===== src/rtl/ap_ctrl_pipeline_sequencer.sv =====
// rtl/ap_ctrl_pipeline_sequencer.sv - host-side ap_ctrl start/ready relay sequencer
// Turns the host's level handshake into single-cycle relay tokens, one in flight at a time.
module ap_ctrl_pipeline_sequencer #(
  parameter int HEAD_LEVEL   = 0,
  parameter int BODY_LEVEL   = 8,
  parameter int TAIL_LEVEL   = 0,
  parameter int GRACE_PERIOD = (HEAD_LEVEL + BODY_LEVEL + TAIL_LEVEL) * 2,
  parameter int TIMEOUT      = 1024,
  parameter int CNT_W        = 32
) (
  input  logic             clk,
  input  logic             reset,
  input  logic             host_ap_start,
  output logic             host_ap_ready,
  output logic             pp_start_valid,
  input  logic             pp_ready_valid,
  input  logic             err_clr,
  output logic             busy,
  output logic             timeout_err,
  output logic             stray_err,
  output logic [CNT_W-1:0] txn_count
);

  typedef enum logic [2:0] {
    S_WARMUP = 3'd0,
    S_IDLE   = 3'd1,
    S_ISSUE  = 3'd2,
    S_WAIT   = 3'd3,
    S_ACK    = 3'd4
  } state_t;

  localparam int GW = (GRACE_PERIOD > 1) ? $clog2(GRACE_PERIOD) : 1;
  localparam int TW = (TIMEOUT > 0) ? $clog2(TIMEOUT + 1) : 1;
  localparam logic [GW-1:0] GRACE_LAST = GW'((GRACE_PERIOD > 0) ? GRACE_PERIOD - 1 : 0);
  localparam logic [TW-1:0] TMO_LAST   = TW'((TIMEOUT > 0) ? TIMEOUT - 1 : 0);
  localparam logic [TW-1:0] TMO_MAX    = TW'(TIMEOUT);
  localparam state_t RESET_STATE = (GRACE_PERIOD == 0) ? S_IDLE : S_WARMUP;

  state_t           state_q, state_d;
  logic [GW-1:0]    grace_q, grace_d;
  logic [TW-1:0]    tmo_q, tmo_d;
  logic [CNT_W-1:0] txn_q, txn_d;
  logic             start_q, start_d;
  logic             ack_q, ack_d;
  logic             busy_q, busy_d;
  logic             tmo_err_q, tmo_err_d;
  logic             stray_err_q, stray_err_d;
  logic             tmo_evt, stray_evt;

  always_ff @(posedge clk or negedge reset) begin
    if (!reset) begin
      state_q <= RESET_STATE;
    end else begin
      state_q <= state_d;
    end
  end

  always_comb begin
    state_d = state_q;
    case (state_q)
      S_WARMUP: if (grace_q == GRACE_LAST) state_d = S_IDLE;
      S_IDLE:   if (host_ap_start) state_d = S_ISSUE;
      S_ISSUE:  state_d = S_WAIT;
      S_WAIT:   if (pp_ready_valid) state_d = S_ACK;
      S_ACK:    state_d = S_IDLE;
      default:  state_d = RESET_STATE;
    endcase
  end

  // Outputs are registered from the next state so every token lines up with its state.
  always_comb begin
    grace_d = grace_q;
    if (state_q == S_WARMUP) grace_d = grace_q + GW'(1);

    tmo_d = tmo_q;
    if (state_q == S_ISSUE) begin
      tmo_d = '0;
    end else if (state_q == S_WAIT && tmo_q != TMO_MAX) begin
      tmo_d = tmo_q + TW'(1);
    end

    tmo_evt   = (TIMEOUT != 0) && (state_q == S_WAIT) && (tmo_q == TMO_LAST);
    stray_evt = pp_ready_valid &&
                (state_q == S_IDLE || state_q == S_ISSUE || state_q == S_ACK);

    tmo_err_d   = tmo_evt   | (tmo_err_q   & ~err_clr);
    stray_err_d = stray_evt | (stray_err_q & ~err_clr);

    txn_d   = (state_d == S_ACK) ? txn_q + CNT_W'(1) : txn_q;
    start_d = (state_d == S_ISSUE);
    ack_d   = (state_d == S_ACK);
    busy_d  = (state_d == S_ISSUE) || (state_d == S_WAIT) || (state_d == S_ACK);
  end

  always_ff @(posedge clk or negedge reset) begin
    if (!reset) begin
      grace_q     <= '0;
      tmo_q       <= '0;
      txn_q       <= '0;
      start_q     <= 1'b0;
      ack_q       <= 1'b0;
      busy_q      <= 1'b0;
      tmo_err_q   <= 1'b0;
      stray_err_q <= 1'b0;
    end else begin
      grace_q     <= grace_d;
      tmo_q       <= tmo_d;
      txn_q       <= txn_d;
      start_q     <= start_d;
      ack_q       <= ack_d;
      busy_q      <= busy_d;
      tmo_err_q   <= tmo_err_d;
      stray_err_q <= stray_err_d;
    end
  end

  assign pp_start_valid = start_q;
  assign host_ap_ready  = ack_q;
  assign busy           = busy_q;
  assign timeout_err    = tmo_err_q;
  assign stray_err      = stray_err_q;
  assign txn_count      = txn_q;

endmodule


===== config.mk =====
export PLATFORM = sky130hd
export DESIGN_NAME = ap_ctrl_pipeline_sequencer
export DESIGN_NICKNAME = d
export VERILOG_FILES = /design/src/rtl/ap_ctrl_pipeline_sequencer.sv
export SDC_FILE = /design/constraint.sdc
export NUM_CORES = 1
export LEC_CHECK = 0
export CAP_MARGIN = 20
export CORE_UTILIZATION = 50
export CTS_BUF_LIST = sky130_fd_sc_hd__clkbuf_4 sky130_fd_sc_hd__clkbuf_8 sky130_fd_sc_hd__clkbuf_16
export CTS_CLUSTER_DIAMETER = 120
export CTS_CLUSTER_SIZE = 24
export DETAILED_ROUTE_END_ITERATION = 8
export PLACE_DENSITY_LB_ADDON = 0.1
export SLEW_MARGIN = 20
export SYNTH_ARGS = -nofsm -noshare
export SYNTH_HDL_FRONTEND = slang
export SYNTH_SLANG_ARGS = --single-unit

===== constraint.sdc =====
create_clock -name clk -period 2.45 [get_ports clk]
set_input_delay 0.49 -clock clk [delete_from_list [all_inputs] [get_ports clk]]
set_output_delay 0.49 -clock clk [all_outputs]
set_load 0.01 [all_outputs]

==> results.json <==
{
  "n_antenna_cell": 0,
  "start_util": 0.517,
  "holdBufCountCts": 0,
  "clock_latency_ns": 0.31,
  "ys_seq_area_frac": 0.521,
  "overflow": 0,
  "area_growth_pct": 21.4,
  "globalRoute.busiestLayer": "met2",
  "vias": 1829,
  "worstPathMaxFanout": 8,
  "syn_avg_cell_area_um2": 11.1,
  "global_route.usage.met2": 0.270,
  "multi_input_comb_area_um2": 1170,
  "grt_pass1_vias": 1618,
  "reg2reg_to": "txn_count[31]$_DFFE_PN0P_",
  "met1_usage": 0.259,
  "critPathKind": "in -> reg",
  "yosysUniqueCellTypes": 41,
  "whs_ns": 0.171,
  "grt_max_degree": 28,
  "start_kind": "primary input",
  "cap_viol_max_count": 0,
  "use_met3": 0.0402,
  "synth_compound_area_frac": 0.0303,
  "wl_per_cell_um": 13.1,
  "maxSlewViolCount": 0,
  "cp-end-kind": "register",
  "finalCritPeriodShare": 0.820,
  "synth_simple_gate_area_frac": 0.240,
  "p_per_area_nw_per_um2": 707,
  "muxShareOfSynthArea": 0.0161,
  "ys_ff_latch": 55,
  "ctsResizeCount": 0,
  "synth_xor_area_frac": 0.139,
  "fillerInstances": 461,
  "stdcell_count": 353,
  "cts_setup_buffers": 0,
  "critPathSlowestCell": "clkdlybuf4s50_1",
  "io_buffers": 41,
  "status": "completed",
  "synth_fa_ha_area_frac": 0.0189,
  "fin_crit_ns": 2.01,
  "setup_viol": 0,
  "cts.sinks": 55,
  "place_congestion": 0.730,
  "dpl.hpwl_um": 3350,
  "rsz0062_at_grt": "no",
  "postSynthCellCount": 237,
  "hold_class": "in -> async",
  "fmax_ghz": 0.498,
  "tns_ns": 0,
  "slowest_delay_ns": 0.53,
  "htree_levels": 2,
  "ir_worst_vdd_uv": 618,
  "rows": 26,
  "clkTransAtPathRegs_ns": 0.09,
  "ant_nets": 0,
  "remaining_drc_errors": 0,
  "initialDrtViolationCount": 90,
  "worstPathArrival_ns": 2.25,
  "crit_required_ns": 2.69,
  "fin_nets": 291,
  "cts_tree": "yes",
  "leakagePower_nw": 1.49,
  "maxSlewHeadroom": 0.611,
  "r2r_start": "state_q[2]$_DFF_PN0_",
  "final-seq-area_um2": 1380,
  "reg2reg_setup_slack_ns": 0.56,
  "finalClockSkew_ns": 0.00329,
  "synth_top_family_by_area": "simple AND/OR/NAND/NOR gates",
  "drive_gt1_frac": 0.0813,
  "ioPinCount": 42,
  "die_h_um": 74.7,
  "rr_worst_depth": 5,
  "antenna_found_initial": 0,
  "grtUsageTotal": 0.180,
  "synthesis.nets": 246,
  "vias_per_cell": 5.18,
  "numPlacedInstances": 345,
  "worst_pin_slew_ns": 0.584,
  "clockBufferDepth": 2,
  "fin_util": 0.628,
  "wl_um": 4640,
  "die-area_um2": 5580,
  "hold_violations": 0,
  "ys_warn_count": 0,
  "cts-root-buf": "clkbuf_8",
  "dr.pass1.iters": 4,
  "grt_pass1_wl_um": 7560,
  "die_w_um": 74.7,
  "synth_area_um2": 2640,
  "cts-buffers-inserted": 5,
  "cp_cell_sequence": "clkdlybuf4s50_1 > and4b_1 > buf_4 > nand3_2 > nor4_1 > xor2_1",
  "core_um2": 5110
}
[routing by layer]
metal | wire length (um) | share of wire | vias to the layer above
li1 | - | - | 916
met1 | 2370 | 0.51 | 873
met2 | 2000 | 0.43 | 34
met3 | 197 | 0.042 | 6
met4 | 69 | 0.015 | 0
met5 | 0 | 0 | -
[layout make-up]
class / instances / share of cell area
clock buffer: 7 / 0.0261
clock inverter: 1 / 0.00156
inverter: 12 / 0.0140
multi-input combinational: 163 / 0.366
sequential: 55 / 0.429
tap: 70 / 0.0273
timing repair buffer: 45 / 0.136
[cell usage in the layout (no fill, tap or decap), types with 3 or more instances in the layout]
cell              n
clkbuf_8          5
buf_4             4
a21oi_1           3
nand3_1           7
dfrtp_1          55
and3_1            7
ha_1              4
nor2_1           13
xnor2_1          18
nand4_1           8
o21ai_0           3
and4_1            3
inv_1            12
clkdlybuf4s50_1  40
and4b_1           3
nor3_1           13
nand2_1          21
nor4_1            8
xor2_1           24
[per-stage QoR]
step	area, um^2	power [mW]	setup slack (ns)
floorplan	2640	1.57	0.856
global placement	3120	1.78	0.166
detailed placement	3120	1.79	0.138
CTS	3210	2.30	0.449
global route	3210	2.40	0.362
finish	3210	2.27	0.441
[flip-flops by register name (all words and copies together) (netlist names)]
signal / count
grace_q: 4
stray_err: 1
state_q: 3
timeout_err: 1
host_ap_ready: 1
txn_count: 32
pp_start_valid: 1
busy: 1
tmo_q: 11
[power by group]
| part | internal (mW) | total (mW) | switching [mW] |
|---|---|---|---|
| combinational | 0.296 | 0.552 | 0.256 |
| sequential | 1.04 | 1.21 | 0.173 |
| clock | 0.223 | 0.502 | 0.278 |
| total | 1.56 | 2.27 | 0.707 |
[worst max-delay path, delay by kind of cell]
| family | cells | cell delay [ns] |
|---|---|---|
| and+or+nand+nor | 3 | 0.88 |
| xor gates and xnor gates | 1 | 0.17 |
| buffers and inverters | 2 | 0.71 |
[how the worst max path moves through the flow]
stage                   startpoint                         to  slack (ns)  depth (start not counted)
detailed placement  pp_ready_valid  txn_count[31]$_DFFE_PN0P_        0.14                          6
CTS                 pp_ready_valid  txn_count[31]$_DFFE_PN0P_        0.45                          6
global placement    pp_ready_valid  txn_count[31]$_DFFE_PN0P_        0.17                          6
finish              pp_ready_valid  txn_count[31]$_DFFE_PN0P_        0.44                          6
floorplan           pp_ready_valid  txn_count[22]$_DFFE_PN0P_        0.86                          6
global route        pp_ready_valid  txn_count[31]$_DFFE_PN0P_        0.36                          6
[cells by family after synthesis]
family | after synthesis
compound gates | 12
mux | 4
buf+inv | 19
flops | 55
xor+xnor | 42
fa+ha+maj | 4
simple gates | 101
[synthesized netlist by cell type]
cell type | count | share of area
inv_1 | 12 | 0.017
mux2i_1 | 2 | 0.0076
xor2_1 | 24 | 0.080
and4bb_2 | 1 | 0.0047
ha_1 | 4 | 0.019
buf_6 | 2 | 0.0085
nor2_1 | 13 | 0.018
buf_2 | 1 | 0.0019
dfrtp_1 | 55 | 0.52
nor4b_1 | 1 | 0.0033
and4_1 | 3 | 0.0099
nand4_1 | 8 | 0.019
nand3b_1 | 1 | 0.0028
buf_4 | 1 | 0.0028
nand4b_1 | 1 | 0.0033
or3_1 | 1 | 0.0024
a21oi_1 | 3 | 0.0057
and4b_1 | 3 | 0.011
nand2b_1 | 2 | 0.0047
nand2_1 | 21 | 0.030
or4_1 | 1 | 0.0028
nor4_2 | 2 | 0.0095
mux2_2 | 2 | 0.0085
and2_1 | 2 | 0.0047
clkbuf_1 | 3 | 0.0043
a311o_1 | 1 | 0.0038
and3b_1 | 1 | 0.0033
nand3_1 | 7 | 0.013
o22ai_1 | 1 | 0.0024
o211a_1 | 1 | 0.0038
nand3_2 | 1 | 0.0038
and3_1 | 7 | 0.017
o211ai_1 | 1 | 0.0028
nor4_4 | 2 | 0.016
nor3_1 | 13 | 0.025
nand4_4 | 2 | 0.016
o21ai_0 | 3 | 0.0057
o31ai_1 | 1 | 0.0028
nor4_1 | 8 | 0.019
a41oi_1 | 1 | 0.0033
xnor2_1 | 18 | 0.060
(Power assumes the default switching activity.)
